### src/rtl/mux4_ser_sequencer.sv
// rtl/mux4_ser_sequencer.sv - 4-bit parallel-to-serial sequencer driving a 4-to-1 mux select (optional macro: MSB_FIRST_EN)
module mux4_ser_sequencer #(
    parameter int HOLD_CYCLES = 1
) (
    input  logic       clk,
    input  logic       rst_n,
    input  logic       in_valid,
    output logic       in_ready,
    input  logic [3:0] in_data,
    input  logic       ser_ready,
    output logic [1:0] sel,
    output logic       ser_out,
    output logic       ser_valid,
    output logic       ser_last,
    output logic       busy
);

    localparam int CW = ($clog2(HOLD_CYCLES + 1) < 1) ? 1 : $clog2(HOLD_CYCLES + 1);
    localparam logic [CW-1:0] HOLD_LAST = CW'(HOLD_CYCLES - 1);

`ifdef MSB_FIRST_EN
    localparam logic [1:0] SEL_START = 2'd3;
    localparam logic [1:0] SEL_LAST  = 2'd0;
`else
    localparam logic [1:0] SEL_START = 2'd0;
    localparam logic [1:0] SEL_LAST  = 2'd3;
`endif

    typedef enum logic {
        IDLE  = 1'b0,
        SHIFT = 1'b1
    } state_t;

    state_t        state, state_nxt;
    logic [3:0]    data_q, data_nxt;
    logic [1:0]    sel_q, sel_nxt, sel_step;
    logic [CW-1:0] hold_cnt, hold_nxt;
    logic          bit_done;
    logic          word_done;
    logic          accept;

    // Bit-cycle completion and the handshake that can reload in the final bit-cycle
    always_comb begin
        bit_done  = (state == SHIFT) && ser_ready && (hold_cnt == HOLD_LAST);
        word_done = bit_done && (sel_q == SEL_LAST);
        in_ready  = (state == IDLE) || word_done;
        accept    = in_valid && in_ready;
`ifdef MSB_FIRST_EN
        sel_step  = sel_q - 2'd1;
`else
        sel_step  = sel_q + 2'd1;
`endif
    end

    // Serial outputs are derived from state so reset clears them without a clock edge
    always_comb begin
        ser_valid = (state == SHIFT);
        busy      = (state == SHIFT);
        sel       = sel_q;
        ser_out   = (state == SHIFT) ? data_q[sel_q] : 1'b0;
        ser_last  = (state == SHIFT) && (sel_q == SEL_LAST);
    end

    // Next-state logic: capture, hold counting, select stepping and reload/return-to-idle
    always_comb begin
        state_nxt = state;
        data_nxt  = data_q;
        sel_nxt   = sel_q;
        hold_nxt  = hold_cnt;
        case (state)
            IDLE: begin
                if (accept) begin
                    state_nxt = SHIFT;
                    data_nxt  = in_data;
                    sel_nxt   = SEL_START;
                    hold_nxt  = '0;
                end
            end
            SHIFT: begin
                if (ser_ready) begin
                    if (hold_cnt != HOLD_LAST) begin
                        hold_nxt = hold_cnt + CW'(1);
                    end else if (sel_q != SEL_LAST) begin
                        sel_nxt  = sel_step;
                        hold_nxt = '0;
                    end else if (accept) begin
                        // Reload wins over returning to idle for gap-free streaming
                        data_nxt = in_data;
                        sel_nxt  = SEL_START;
                        hold_nxt = '0;
                    end else begin
                        state_nxt = IDLE;
                        sel_nxt   = 2'd0;
                        hold_nxt  = '0;
                    end
                end
            end
            default: begin
                state_nxt = IDLE;
                sel_nxt   = 2'd0;
                hold_nxt  = '0;
            end
        endcase
    end

    // State and datapath registers with asynchronous active-low reset
    always_ff @(posedge clk or negedge rst_n) begin
        if (!rst_n) begin
            state    <= IDLE;
            data_q   <= 4'd0;
            sel_q    <= 2'd0;
            hold_cnt <= '0;
        end else begin
            state    <= state_nxt;
            data_q   <= data_nxt;
            sel_q    <= sel_nxt;
            hold_cnt <= hold_nxt;
        end
    end

endmodule

### config.mk
export PLATFORM = sky130hd
export DESIGN_NAME = mux4_ser_sequencer
export DESIGN_NICKNAME = d
export VERILOG_FILES = /design/src/rtl/mux4_ser_sequencer.sv
export SDC_FILE = /design/constraint.sdc
export NUM_CORES = 1
export LEC_CHECK = 0
export CAP_MARGIN = 40
export CELL_PAD_IN_SITES_DETAIL_PLACEMENT = 1
export CELL_PAD_IN_SITES_GLOBAL_PLACEMENT = 1
export CORE_MARGIN = 2
export CORE_UTILIZATION = 27
export DETAILED_ROUTE_END_ITERATION = 8
export PLACE_DENSITY = 0.79
export SLEW_MARGIN = 25
export SYNTH_ARGS = -nofsm -noshare
export SYNTH_HDL_FRONTEND = slang
export SYNTH_SLANG_ARGS = --single-unit
### constraint.sdc
create_clock -name clk -period 1.3 [get_ports clk]
set_input_delay 0.325 -clock clk [delete_from_list [all_inputs] [get_ports clk]]
set_output_delay 0.325 -clock clk [all_outputs]
set_load 0.005 [all_outputs]
==> flow_summary.toml <==
[status]
status = "finished with violations"
violations = "setup timing"

[drt]
vias = 344
wl_per_cell_um = 15.84
drtIter0Drc = 1
routed_wl_um = 1220
firstDrtPassIters = 2
drcViolationCount = 0
viasPerCell = 4.468
ant_nets = 0

[worst_setup_path]
critPathRequiredTime_ns = 0.98
cp.arrival_ns = 1.38
cp-start-kind = "flop"
worst-path-max-fanout = 2
path_class = "reg -> out"
endpoint_kind = "output pin"

[placed_design]
dp_cells = 66
globalplace.congestion = 0.7381
io_buffer_count = 14

[finish]
drive_gt1_share_pct = 67.74
antenna_cells = 0
multi_input_area_um2 = 231.5
finalNonFillerCells = 77
nFillCells = 144
area_growth_pct = 97.03
regArea_um2 = 177.7
nNetsFinal = 72

[floorplan]
coreArea_um2 = 1301
rows = 13
die-area_um2 = 1720
floorplan.io_pins = 15
die_w_um = 41.47
initial_core_util_pct = 29.13
dieHeight_um = 41.47

[sta]
worstMarginPinSlew_ns = 0.3424
finalHoldViolations = 0
finalSetupTns_ns = -1.885
fin_crit_ns = 1.708
rsz0062_at_grt = "yes"
slew_headroom_pct = 77.10
fin_skew_ns = 0.001263
finalWorstSetupSlack_ns = -0.4081
min_period_over_period_pct = 131.4
drv_slew = 0
fmax_ghz = 0.5855
setup_violations = 10

[grt]
grt_usage_pct = 15.79
grt-ovfl-total = 0
grt_pass1_vias = 413
grt_pass1_wl_um = 1994
grt_max_degree = 8
antenna_found_initial = 0

[logic_synthesis]
synth_top_area_share_pct = 46.20
ys_seq_area_share_pct = 46.20
yosysWarnings = 0
synth_async_sr_flop_share_pct = 100.0
synthCells = 27
synth_area_um2 = 379.1
post-synth-top-count-cell = "dfrtp_1"
ys_top_cells_by_count = "dfrtp_1 (7), mux2_4 (4), and2_1 (2), o21ai_0 (2)"
yosys.cell_types.count = 16
synth.largest_area_cell = "dfrtp_1"
yosys-top-cells-area = "dfrtp_1 (46%), mux2_4 (16%), mux4_2 (5.9%)"
synth_ff_type = "dfrtp_1"
synth_edf_count = 0
synth_area_per_cell_um2 = 14.04
syn_nets = 36
synth_seq_cells = 7

[clock_tree]
cts_tree = "done"
clock_latency_ns = 0.26
clockBufferDepth = 2
numCtsBuffers = 3
clk_pin_slew_ns = 0.06
ctsHoldBuffers = 0
cts_sinks = 7
htreeDepth = 1
cts_root_buffer = "clkbuf_4"

[power_and_ir_drop]
p_per_area_nw_per_um2 = 2308
p_leak_nw = 0.3540
max-vdd-ir-drop_v = 0.001073
p_total_mw = 1.724

[run]
maxCapViolCount = 0

[worst_hold_path]
hold_class = "in -> async"
==> critical path, cell delays in order (launching register included) <==
cell and delay, ns:
dfrtp_1 0.38, mux4_2 0.50, and2_4 0.15, buf_6 0.10
==> cell type report <==
| class | count | share of cell area [%] |
|---|---|---|
| sequential | 7 | 23.79 |
| multi-input combinational | 19 | 30.99 |
| timing repair buffer | 32 | 39.20 |
| clock buffer | 4 | 3.518 |
| tap | 15 | 2.513 |
==> through the flow <==
stage               area (um2)  hold slack [ns]  utilization [%]  setup WS, ns
finish                   747.0           0.3348            57.40       -0.4081
CTS                      719.4           0.3389            55.29       -0.4187
global placement         616.8           0.5779            47.40       -0.4722
floorplan                382.9          0.02941                -       -0.1049
global route             747.0           0.3358            57.40       -0.4810
detailed placement       616.8           0.5921            47.40       -0.5223
==> worst paths after layout <==
path                            slack [ns]       from  cells past startpoint   endpoint
worst max-delay path                 -0.41     sel[0]                      3    ser_out
worst min-delay path                  0.33      rst_n                      1  data_q[2]
worst max register to register       -0.23     sel[0]                      6  data_q[0]
worst min register to register        0.60  data_q[1]                      2  data_q[1]
max in group asynchronous             0.69      rst_n                      1     sel[1]
min in group clk                      0.60  data_q[1]                      2  data_q[1]
==> logic make-up (layout without fill, tap and decap cells) <==
group                      Yosys count  after routing  share of synthesized area [%]
AOI/OAI and AO/OA                    4              4                          9.243
and+or+nand+nor                      8              8                          14.52
adders and majority gates            1              1                          3.300
DFF                                  7              7                          46.21
muxes                                6              6                          24.75
buffers and inverters                1             36                          1.981
==> cell usage in the layout, fill, tap and decap left out, types with 2 or more instances in the layout <==
master / instances
buf_4: 12
buf_6: 11
clkdlybuf4s50_1: 6
mux2_4: 5
dfrtp_1: 5
clkbuf_4: 3
and2_4: 2
dfrtp_2: 2
==> repair_timing <==
action,4_1_cts,5_1_grt
setup endpoints to repair,13,12
resized for setup,41,8
buffers inserted,6,3
pin swaps,5,2
==> sequential cells by signal, indices dropped and copies added, names as in the netlist <==
signal  count
data_q      4
sel         2
busy        1
==> power breakdown <==
group | total [mW] | leakage, nW | switching [mW] | internal [mW]
Clock | 0.209 | 0.0150 | 0.0907 | 0.118
Sequential | 0.408 | 0.0797 | 0.0838 | 0.324
Combinational | 1.11 | 0.259 | 0.326 | 0.782
==> metal layers <==
| metal | track usage [%] | routed length [um] |
|---|---|---|
| met4 | 7.742 | 8 |
| met1 | 17.17 | 474 |
| met5 | 0 | 0 |
| met2 | 28.75 | 690 |
| met3 | 3.043 | 46 |
No activity file was read; power rests on OpenSTA's default activity.
